==> config.mk <==
export PLATFORM = sky130hd
export DESIGN_NAME = dot_accumulator_flat
export DESIGN_NICKNAME = d
export VERILOG_FILES = /design/src/rtl/dot_accumulator_if.sv /design/src/rtl/dot_accumulator.sv /design/src/flat_wrapper.sv
export SDC_FILE = /design/constraint.sdc
export NUM_CORES = 1
export LEC_CHECK = 0
export ABC_CLOCK_PERIOD_IN_PS = 3800
export BUFFER_PORTS_ARGS = -buffer_cell sky130_fd_sc_hd__buf_4
export CELL_PAD_IN_SITES_DETAIL_PLACEMENT = 0
export CELL_PAD_IN_SITES_GLOBAL_PLACEMENT = 1
export CORE_UTILIZATION = 35
export CTS_BUF_LIST = sky130_fd_sc_hd__clkbuf_4
export DETAILED_ROUTE_END_ITERATION = 10
export GPL_TIMING_DRIVEN = 0
export PLACE_DENSITY = 0.62
export SYNTH_ARGS = -nofsm -noshare
export SYNTH_HDL_FRONTEND = slang
export SYNTH_SLANG_ARGS = --single-unit
==> constraint.sdc <==
create_clock -name clk -period 3.8 [get_ports clk]
set_input_delay 0.19 -clock clk [delete_from_list [all_inputs] [get_ports clk]]
set_output_delay 0.19 -clock clk [all_outputs]
set_load 0.01 [all_outputs]
==> src/rtl/dot_accumulator_if.sv <==
// Handshake bundle for dot_accumulator: the partial-sum input stream and the
// result output stream. The master modport is the producer/consumer side and
// the slave modport is the accumulator itself.
interface dot_accumulator_if #(
    parameter int W_ACC = 48,
    parameter int CNT_W = 9
);
    logic             in_valid;
    logic [31:0]      in_data;
    logic             in_last;
    logic             in_ready;
    logic             out_valid;
    logic             out_ready;
    logic [W_ACC-1:0] out_data;
    logic [CNT_W-1:0] out_count;
    logic             out_ovf;
    logic             out_err;

    modport master (
        output in_valid, in_data, in_last, out_ready,
        input  in_ready, out_valid, out_data, out_count, out_ovf, out_err
    );

    modport slave (
        input  in_valid, in_data, in_last, out_ready,
        output in_ready, out_valid, out_data, out_count, out_ovf, out_err
    );
endinterface

==> src/rtl/dot_accumulator.sv <==
// dot_accumulator: sums a valid-qualified stream of signed 32-bit partial sums
// into one dot product per vector, with element count and overflow / length
// error flags, and holds a finished result under valid/ready while the next
// vector accumulates.
// Optional build macro SATURATE_EN: overflowing steps clamp to the signed
// extremes instead of wrapping (out_ovf is reported either way).
//
// state | meaning
// ACCUM | result register empty, elements accepted freely
// HOLD  | result register holds an unconsumed result (out_valid = 1)
module dot_accumulator #(
    parameter int W_ACC   = 48,
    parameter int MAX_LEN = 256,
    parameter int CNT_W   = 9
) (
    input logic              clk,
    input logic              rst,
    dot_accumulator_if.slave s_bus
);
    typedef enum logic {ACCUM = 1'b0, HOLD = 1'b1} state_t;

    localparam logic [W_ACC-1:0] SAT_MAX = {1'b0, {(W_ACC-1){1'b1}}};
    localparam logic [W_ACC-1:0] SAT_MIN = {1'b1, {(W_ACC-1){1'b0}}};
    localparam logic [CNT_W-1:0] CNT_CLOSE = CNT_W'(MAX_LEN - 1);

    state_t           r_state;
    logic [W_ACC-1:0] r_acc;
    logic [CNT_W-1:0] r_cnt;
    logic             r_ovf;
    logic             r_out_valid;
    logic [W_ACC-1:0] r_out_data;
    logic [CNT_W-1:0] r_out_count;
    logic             r_out_ovf;
    logic             r_out_err;

    logic             w_in_ready;
    logic             w_accept;
    logic             w_close;
    logic [W_ACC-1:0] w_ext;
    logic [W_ACC-1:0] w_sum;
    logic             w_step_ovf;
    logic [W_ACC-1:0] w_next_acc;

    // Ready drops only while a held result is not being taken this cycle.
    assign w_in_ready = (r_state == ACCUM) || s_bus.out_ready;
    assign w_accept   = s_bus.in_valid && w_in_ready;
    assign w_close    = s_bus.in_last || (r_cnt == CNT_CLOSE);

    assign w_ext      = {{(W_ACC-32){s_bus.in_data[31]}}, s_bus.in_data};
    assign w_sum      = r_acc + w_ext;
    assign w_step_ovf = (r_acc[W_ACC-1] == w_ext[W_ACC-1]) &&
                        (w_sum[W_ACC-1] != r_acc[W_ACC-1]);

    // Next accumulator value: clamp on overflow when saturating, else wrap.
`ifdef SATURATE_EN
    assign w_next_acc = !w_step_ovf     ? w_sum   :
                        r_acc[W_ACC-1]  ? SAT_MIN : SAT_MAX;
`else
    assign w_next_acc = w_sum;
`endif

    // Single FSM: accumulation state plus the registered result stage.
    always_ff @(posedge clk or posedge rst) begin
        if (rst) begin
            r_state     <= ACCUM;
            r_acc       <= '0;
            r_cnt       <= '0;
            r_ovf       <= 1'b0;
            r_out_valid <= 1'b0;
            r_out_data  <= '0;
            r_out_count <= '0;
            r_out_ovf   <= 1'b0;
            r_out_err   <= 1'b0;
        end else begin
            // Consumption first; a closing accept in the same cycle overrides
            // it and reloads the result register.
            if (r_state == HOLD && s_bus.out_ready) begin
                r_state     <= ACCUM;
                r_out_valid <= 1'b0;
            end
            if (w_accept) begin
                if (w_close) begin
                    r_out_data  <= w_next_acc;
                    r_out_count <= r_cnt + CNT_W'(1);
                    r_out_ovf   <= r_ovf | w_step_ovf;
                    r_out_err   <= !s_bus.in_last;
                    r_out_valid <= 1'b1;
                    r_state     <= HOLD;
                    r_acc       <= '0;
                    r_cnt       <= '0;
                    r_ovf       <= 1'b0;
                end else begin
                    r_acc <= w_next_acc;
                    r_cnt <= r_cnt + CNT_W'(1);
                    r_ovf <= r_ovf | w_step_ovf;
                end
            end
        end
    end

    assign s_bus.in_ready  = w_in_ready;
    assign s_bus.out_valid = r_out_valid;
    assign s_bus.out_data  = r_out_data;
    assign s_bus.out_count = r_out_count;
    assign s_bus.out_ovf   = r_out_ovf;
    assign s_bus.out_err   = r_out_err;
endmodule

==> src/flat_wrapper.sv <==
// flat-port wrapper written by rule: the top's interface ports become plain ports
module dot_accumulator_flat 
#(
    parameter int W_ACC   = 48,
    parameter int MAX_LEN = 256,
    parameter int CNT_W   = 9
)
  (clk, rst, s_bus_in_valid, s_bus_in_data, s_bus_in_last, s_bus_out_ready, s_bus_in_ready, s_bus_out_valid, s_bus_out_data, s_bus_out_count, s_bus_out_ovf, s_bus_out_err);
  dot_accumulator_if #(.W_ACC(W_ACC), .CNT_W(CNT_W)) s_bus_i ();
  input logic clk;
  input logic rst;
  input wire logic [$bits(s_bus_i.in_valid)-1:0] s_bus_in_valid;
  input wire logic [$bits(s_bus_i.in_data)-1:0] s_bus_in_data;
  input wire logic [$bits(s_bus_i.in_last)-1:0] s_bus_in_last;
  input wire logic [$bits(s_bus_i.out_ready)-1:0] s_bus_out_ready;
  output wire logic [$bits(s_bus_i.in_ready)-1:0] s_bus_in_ready;
  output wire logic [$bits(s_bus_i.out_valid)-1:0] s_bus_out_valid;
  output wire logic [$bits(s_bus_i.out_data)-1:0] s_bus_out_data;
  output wire logic [$bits(s_bus_i.out_count)-1:0] s_bus_out_count;
  output wire logic [$bits(s_bus_i.out_ovf)-1:0] s_bus_out_ovf;
  output wire logic [$bits(s_bus_i.out_err)-1:0] s_bus_out_err;
  assign s_bus_i.in_valid = s_bus_in_valid;
  assign s_bus_i.in_data = s_bus_in_data;
  assign s_bus_i.in_last = s_bus_in_last;
  assign s_bus_i.out_ready = s_bus_out_ready;
  assign s_bus_in_ready = s_bus_i.in_ready;
  assign s_bus_out_valid = s_bus_i.out_valid;
  assign s_bus_out_data = s_bus_i.out_data;
  assign s_bus_out_count = s_bus_i.out_count;
  assign s_bus_out_ovf = s_bus_i.out_ovf;
  assign s_bus_out_err = s_bus_i.out_err;
  dot_accumulator #(.W_ACC(W_ACC), .MAX_LEN(MAX_LEN), .CNT_W(CNT_W)) u_core (.clk(clk), .rst(rst), .s_bus(s_bus_i));
endmodule
## Word level (Yosys, flattened, before mapping)

Cells that the tools add are included.

| operators by class | value |
|---|---|
| muxes and demuxes | 9 |
| bitwise gates (word level) | 2 |
| equality and inequality tests | 3 |
| $add $sub $neg | 2 |
| reduce and logical (&&, ||, !) cells | 7 |

Operators by type and width:

| operator | count |
|---|---|
| $add A48 B48 Y48 | 1 |
| $mux W48 | 1 |
| $add A9 B1 Y9 const B | 1 |
| $eq A9 B8 Y1 const B | 1 |
| $mux W9 | 1 |
| $mux W1 | 7 |
| $logic_and A1 B1 Y1 | 3 |
| $logic_or A1 B1 Y1 | 2 |
| $reduce_and A2 Y1 | 1 |
| $eq A1 B1 Y1 | 1 |
| $logic_not A1 Y1 | 1 |
| $ne A1 B1 Y1 | 1 |
| $not A1 Y1 | 1 |
| $or A1 B1 Y1 | 1 |

| word-level totals | value |
|---|---|
| input bits | 37 |
| output and inout bits | 61 |
| bits in registers | 119 |

## Logic depth before layout (Yosys ltp)

Gate-level depths: netlist of the first run.

| depth | value |
|---|---|
| word-level depth | 5 |
| gate-level depth with buffers | 12 |
| depth with buffers taken out | 11 |

## Worst setup path before layout of the first run

No wires, ideal clock.

| timing | value |
|---|---|
| path kind | flip-flop to flip-flop |
| start | register u_core.r_cnt[0] |
| end | register u_core.r_out_data[28], in the netlist u_core.s_bus.out_data[28] |
| clock period less this slack | 2813 ps |
| path buffers | 3 |
| path slack | 987 ps |
| arrival | 2718 ps |
| cell stages (with the launch flop) | 13 |
| library setup time | 95 ps |
| path through | dfrtp_1 > ha_1 > and3_1 > and3_1 > and3_1 > ha_1 > or2_2 > clkbuf_1 > nand2_1 > clkbuf_1 > buf_1 > nand2_1 > o31ai_1 |

| on the way | value |
|---|---|
| cells in the longest elaborated chain, start to end | 3 |

RTL lines:

| what | line | RTL |
|---|---|---|
| from (decl) | dot_accumulator.sv:28 | `logic [CNT_W-1:0] r_cnt;` |
| from (signal assigned) | dot_accumulator.sv:94 | `r_cnt <= r_cnt + CNT_W'(1);` |
| $eq A9 B8 Y1 | dot_accumulator.sv:47 | `assign w_close = s_bus.in_last \|\| (r_cnt == CNT_CLOSE);` |
| $logic_or A1 B1 Y1 | dot_accumulator.sv:47 |  |
| $reduce_and A2 Y1 (no source line) | - |  |
| to (signal assigned) | dot_accumulator.sv:83 | `r_out_data <= w_next_acc;` |
| to (decl) | dot_accumulator.sv:31 | `logic [W_ACC-1:0] r_out_data;` |

No other way between the ends.
A chain may end at the register's enable or synchronous reset.

## Final worst setup path of the first run

| timing | value |
|---|---|
| start | register u_core.r_cnt[0] |
| end | register u_core.r_out_data[3], in the netlist u_core.s_bus.out_data[3] |

The elaborated chain is that of the path after synthesis.

==> results of run 1 <==
==> worst max path at each step <==
stage	cells past startpoint	from	to	slack, ns
after CTS	12	u_core.r_cnt[0]	u_core.s_bus.out_data[32]	0.02
after global placement	2	rst	u_core.r_acc[24]	-1.08
after global routing	11	u_core.r_cnt[0]	u_core.s_bus.out_data[2]	0.11
after detailed placement	12	u_core.r_cnt[0]	u_core.s_bus.out_data[28]	0.009
final	11	u_core.r_cnt[0]	u_core.s_bus.out_data[3]	0.39
after floorplan	1	rst	u_core.r_acc[0]	0.45
==> sequential cells by signal, summed over array words and instances (netlist names) <==
signal	count
u_core.r_acc	48
u_core.s_bus.out_data	48
u_core.r_cnt	9
u_core.s_bus.out_count	9
u_core.r_ovf	1
u_core.r_state	1
u_core.s_bus.out_err	1
u_core.s_bus.out_ovf	1
u_core.s_bus.out_valid	1
==> critical path: stages (launching register included) <==
cell      delay, ns
dfrtp_1        0.45
ha_1           0.27
and3_1         0.24
and3_1         0.24
and3_1         0.21
ha_1           0.21
or2_2          0.28
clkbuf_1       0.16
nand2_1        0.34
clkbuf_2       0.34
clkbuf_1       0.39
o21ai_0        0.15
==> metal layers <==
| layer | wire, um | share of wire (%) | global-route usage [%] | vias to the layer above |
|---|---|---|---|---|
| li1 | - | - | - | 3230 |
| met5 | 0 | 0 | 0 | - |
| met1 | 11100 | 48 | 30.1 | 3220 |
| met2 | 10600 | 46 | 35.0 | 182 |
| met4 | 373 | 1.6 | 6.49 | 0 |
| met3 | 915 | 4.0 | 3.93 | 24 |
==> kinds of logic after synthesis <==
| logic type | Yosys count | synth area share, % |
|---|---|---|
| xor gates and xnor gates | 40 | 4.86 |
| and+or+nand+nor | 249 | 15.5 |
| muxes | 21 | 3.09 |
| adders and majority gates | 50 | 8.42 |
| AOI/OAI and AO/OA | 269 | 24.9 |
| buffers and inverters | 64 | 3.64 |
| DFF | 119 | 39.6 |
==> synthesized netlist by cell type (11+ instances only) <==
master    number
ha_1          49
nor3_1        14
and2_1        13
nand3_1       14
o21ai_0       72
dfrtp_1      119
a21oi_1       52
a22o_1        24
mux2_2        18
xnor2_1       23
o21bai_1      11
xor2_1        16
a21o_1        19
nor2_1        31
clkbuf_1      25
nand4_1       20
buf_2         14
nand2_1      120
inv_1         19
==> through the flow <==
stage / power, uW / TNS [ns] / cells / area [sq um] / worst slack (ns)
floorplan: 4610 / 0 / 812 / 7520 / 0.453
global placement: 5810 / -127.71 / 1184 / 8590 / -1.08
detailed placement: 5850 / 0 / 1185 / 8630 / 0.00904
CTS: 6760 / 0 / 1218 / 8910 / 0.0204
global route: 7280 / 0 / 1220 / 8920 / 0.112
finish: 6710 / 0 / 1220 / 8920 / 0.387
==> cell type report <==
| class | count | area share, % |
|---|---|---|
| multi-input combinational | 629 | 47.9 |
| sequential | 119 | 33.4 |
| timing repair buffer | 102 | 8.92 |
| tap | 275 | 3.86 |
| buffer | 45 | 2.34 |
| clock buffer | 17 | 1.43 |
| clock inverter | 12 | 1.28 |
| inverter | 19 | 0.855 |
| antenna | 2 | 0.0561 |
==> power groups by stage <==
stage,Combinational [uW],Sequential [uW],Clock [uW]
after global placement,3730,2080,0
after global routing,4190,2140,950
after CTS,3780,2080,899
after detailed placement,3750,2100,0
final,3770,2070,861
after floorplan,2470,2140,0
==> what timing repair did <==
action,CTS,global route
hold endpoints to repair,49,0
hold buffers,4,0
endpoints found under the setup margin,1,38
resized for setup,1,9
==> impl_metrics.tcl, run 1 <==
set metrics [dict create \
    multi_input_area_sq_um 4270 \
    synth_top_cell_by_area "dfrtp_1" \
    synth-seq-area-share_pct 39.6 \
    slew_violations 0 \
    filler_cell_count 2131 \
    rows 53 \
    rsz0062_at_grt "no" \
    grt_start_max_net_pins 76 \
    routed_wirelength_um 23000 \
    viasPerCell 5.46 \
    ioPinCount 98 \
    vdd_drop_max_mv 0.294 \
    slew_headroom_pct 40.8 \
    final_common_cell "nand2_1" \
    setup.worst_path.end_class "flop" \
    grt_pass1_wl_um 36900 \
    r2r_slack_ns 0.39 \
    drt_iter0_drc 351 \
    cts_tree "built" \
    coreArea_sq_um 21000 \
    antenna_found_initial 1 \
    finalCritPeriodShare_pct 89.8 \
    area_growth_pct 18.6 \
    chipHeight_um 149 \
    min_path_type "input port to flop" \
    pwr-share-clk_pct 12.8 \
    min-delay-start "s_bus_in_data[1]" \
    synth.top_cell.area_share_pct 39.6 \
    worstReg2RegEnd "u_core.s_bus.out_data[3]" \
    powerDensity_nw_per_um2 752 \
    grt_usage_pct 21.9 \
    htree_levels 4 \
    synth_edf_count 0 \
    path_class "flop to flop" \
    final_util_pct 42.4 \
    combPwrFrac_pct 56.2 \
    crit_fanout 10 \
    pwr-share-seq_pct 30.9 \
    gp_congestion 0.878 \
    worstReg2RegStart "u_core.r_cnt[0]" \
    start_util_pct 35.8 \
    ys_types 70 \
    setup_viol 0 \
    clk_path_buf_depth 2 \
    overflow 0 \
    dp_hpwl_um 17200 \
    synth-seq-cells 119 \
    clkLatencyLatePin_ns 0.55 \
    root_buffer "clkbuf_4" \
    die_x_um 149 \
    final_cell_mix "120 x nand2_1, 119 x dfrtp_1, 97 x buf_4" \
    start_kind "flop" \
    num-nets-final 1020 \
    async_flop_share_pct 100 \
    whs_ns 0.101 \
    min_path_cells 4 \
    drt_pass1_iterations 6 \
    vias 6656 \
    status "finished clean" \
    synth_flop_cell "dfrtp_1" \
    whs_endpoint "u_core.s_bus.out_data[1]" \
    switchingPower_uw 2950 \
    synthesis.area_sq_um 7520 \
    rr_worst_depth 11 \
    cts_buffers 17 \
    drive_gt1_share_pct 20.3 \
    finalHoldViolCount 0 \
    synth_nets 899 \
    ant_nets 0 \
    skew_ns 0.0213 \
    fmax_ghz 0.293 \
    path_clk_slew_ns 0.10 \
    worstPathArrival_ns 3.82 \
    clkSinkCount 119 \
    synth_area_leaders "dfrtp_1 40%, ha_1 8.2%, nand2_1 6.0%" \
    grt_pass1_vias 6664 \
    total_leakage_power_uw 0.00421 \
    synth_cells 812 \
    die_area_sq_um 22100 \
    seq_area_sq_um 2980 \
    wl_per_cell_um 18.8 \
    io_buffer_count 97 \
    route.detailed.drc 0 \
    yosysWarnings 0 \
    internal-power_uw 3760 \
    p_sw_share_pct 44.0 \
    min_period_ns 3.41 \
    critPathRequiredTime_ns 4.21 \
    worst_pin_slew_ns 0.888 \
    post_cts_buffers 0 \
    cap_violations 0 \
    syn-mean-instance-area_sq_um 9.26 \
]
Note: power is estimated with default switching activity, not from simulation.
==> run 2, diff against run 1 <==
--- a/config.mk
+++ b/config.mk
@@ -13,7 +13,7 @@
 export CTS_BUF_LIST = sky130_fd_sc_hd__clkbuf_4
 export DETAILED_ROUTE_END_ITERATION = 10
 export GPL_TIMING_DRIVEN = 0
-export PLACE_DENSITY = 0.62
+export PLACE_DENSITY = 0.69
 export SYNTH_ARGS = -nofsm -noshare
 export SYNTH_HDL_FRONTEND = slang
 export SYNTH_SLANG_ARGS = --single-unit
==> run 2 against run 1 <==
Net effect:
- clock skew increased by 0.00073 ns
- first-iteration DRC count grew 21%
- highest routed layer unchanged
- final cell count up 0.16%
- critical path type unchanged
- sequential share of layout area down 0.23 points
- largest power group unchanged
- setup slack lost 0.098 ns
- flip-flop and latch count stayed put
- combinational power shrank 1%
- non-clock buffer count stayed put
- clock-buffer cell count unchanged
- routed wire length fell by 3.6%
- core utilization up 0.29 points
==> impl_metrics.tcl, run 2 (synthesized netlist as in run 1, its figures left out) <==
set metrics [dict create \
    cts_buffers 17 \
    powerDensity_nw_per_um2 758 \
    grt_start_max_net_pins 82 \
    ioPinCount 98 \
    path_class "flop to flop" \
    p_sw_share_pct 43.5 \
    seq_area_sq_um 2980 \
    min_path_type "input port to flop" \
    place_inst 1185 \
    pwr-share-clk_pct 14.9 \
    pwr-share-seq_pct 30.4 \
    vdd_drop_max_mv 0.287 \
    combPwrFrac_pct 54.7 \
    total_leakage_power_uw 0.00424 \
    critPathRequiredTime_ns 4.23 \
    path_buf_inv 3 \
    worst_pin_slew_ns 0.900 \
    slew_violations 0 \
    stdcell_count 1222 \
    pre_cts_ws_ns 0.0107 \
    wl_per_cell_um 18.1 \
    viasPerCell 5.43 \
    finalCritPeriodShare_pct 92.4 \
    vias 6641 \
    final_util_pct 42.7 \
    ant_nets 0 \
    crit_top_cell "and3_1" \
    crit_cells 11 \
    cap_violations 0 \
    grt_usage_pct 21.1 \
    worst_slack_ns 0.289 \
    num-nets-final 1020 \
    antenna_found_initial 1 \
    routed_wirelength_um 22200 \
    dp_hpwl_um 16500 \
    clkSinkCount 119 \
    setup_viol 0 \
    status "finished clean" \
    drt_iter0_drc 424 \
    crit_chain "ha_1 -> and3_1 -> and3_1 -> and3_1 -> ha_1 -> or2_2 -> clkbuf_1 -> nand2_1 -> clkbuf_2 -> clkbuf_1 -> o21ai_0" \
    cp_slowest_cell "dfrtp_1" \
    critPathCapture "u_core.s_bus.out_data[3]" \
    start_util_pct 35.8 \
    internal-power_uw 3850 \
    post_cts_buffers 0 \
    rows 53 \
    gp_congestion 0.875 \
    clk_path_buf_depth 2 \
    grt_pass1_vias 6580 \
    r2r_slack_ns 0.29 \
    min_period_ns 3.51 \
    rsz0062_at_grt "no" \
    route.detailed.drc 0 \
    final_cell_mix "120 x nand2_1, 119 x dfrtp_1, 97 x buf_4" \
    max_stage_delay_ns 0.46 \
    worstReg2RegEnd "u_core.s_bus.out_data[3]" \
    die_area_sq_um 22100 \
    fmax_ghz 0.285 \
    chipHeight_um 149 \
    htree_levels 4 \
    multi_input_area_sq_um 4270 \
    drt_pass1_iterations 5 \
    skew_ns 0.0221 \
    worstPathArrival_ns 3.94 \
    final_common_cell "nand2_1" \
    start_kind "flop" \
    final.setup.tns_ns 0 \
    worstReg2RegStart "u_core.r_cnt[0]" \
    cts_tree "built" \
    critical-path-top-delay-family "simple AND/OR/NAND/NOR gates" \
    overflow 0 \
    coreArea_sq_um 21000 \
    die_x_um 149 \
    area_growth_pct 19.4 \
    filler_cell_count 2152 \
    grt_pass1_wl_um 35700 \
    dpl_cell_area_sq_um 8630 \
    crit_fanout 10 \
    path_clk_slew_ns 0.13 \
    switchingPower_uw 2960 \
    setup.worst_path.start "u_core.r_cnt[0]" \
    root_buffer "clkbuf_4" \
    finalHoldViolCount 0 \
    setup.worst_path.end_class "flop" \
    slew_headroom_pct 40.0 \
    fin_area_sq_um 8980 \
    clkLatencyLatePin_ns 0.56 \
    io_buffer_count 97 \
    drive_gt1_share_pct 20.9 \
    rr_worst_depth 11 \
]
-- run 2: final cells by class --
cell class / instances / share of cell area, %
Clock inverter: 15 / 1.98
Timing Repair Buffer: 102 / 8.86
Antenna cell: 1 / 0.0279
Tap cell: 275 / 3.83
Buffer: 45 / 2.33
Clock buffer: 17 / 1.42
Sequential cell: 119 / 33.1
Multi-Input combinational cell: 629 / 47.6
Inverter: 19 / 0.850
-- run 2: stage by stage --
| step | power (uW) | hold slack [ns] |
|---|---|---|
| final | 6810 | 0.0629 |
| after global routing | 7370 | 0.0314 |
| after CTS | 6860 | 0.0157 |
| after detailed placement | 5800 | 0.219 |
| after global placement | 5780 | 0.382 |
| after floorplan | 4610 | 0.276 |
-- run 2: repair_timing --
action / CTS / global route
hold endpoints to repair: 43 / 0
gates cloned: 0 / 0
resized for setup: 2 / 7
endpoints found under the setup margin: 6 / 41
hold buffers: 4 / 0
-- run 2: worst reg2reg max path: stages (launching register included) --
cell	delay, ns
dfrtp_1	0.46
ha_1	0.27
and3_1	0.25
and3_1	0.25
and3_1	0.20
ha_1	0.20
or2_2	0.28
clkbuf_1	0.18
nand2_1	0.36
clkbuf_2	0.34
clkbuf_1	0.41
o21ai_0	0.18
-- run 2: worst min path at each step --
stage	start	endpoint	slack [ns]	depth (start not counted)
2_1_floorplan	s_bus_in_last	u_core.s_bus.out_err	0.28	1
3_3_place_gp	s_bus_in_last	u_core.s_bus.out_err	0.38	2
3_5_place_dp	rst	u_core.r_acc[45]	0.22	2
4_1_cts	s_bus_in_data[1]	u_core.s_bus.out_data[1]	0.02	4
5_1_grt	s_bus_in_data[1]	u_core.s_bus.out_data[1]	0.03	4
6_report	s_bus_in_data[1]	u_core.s_bus.out_data[1]	0.06	4
-- run 2: power groups by stage --
stage | Combinational [uW] | Clock, uW | Sequential [uW]
2_1_floorplan | 2470 | 0 | 2140
3_3_place_gp | 3680 | 0 | 2090
3_5_place_dp | 3700 | 0 | 2100
4_1_cts | 3730 | 1050 | 2080
5_1_grt | 4130 | 1100 | 2140
6_report | 3730 | 1010 | 2070
-- run 2: per-layer routing --
metal  share of wire (%)  track usage (%)
met1                  48             29.5
met4                 2.9             8.14
met5                   0                0
met2                  44             32.2
met3                 4.2             3.77
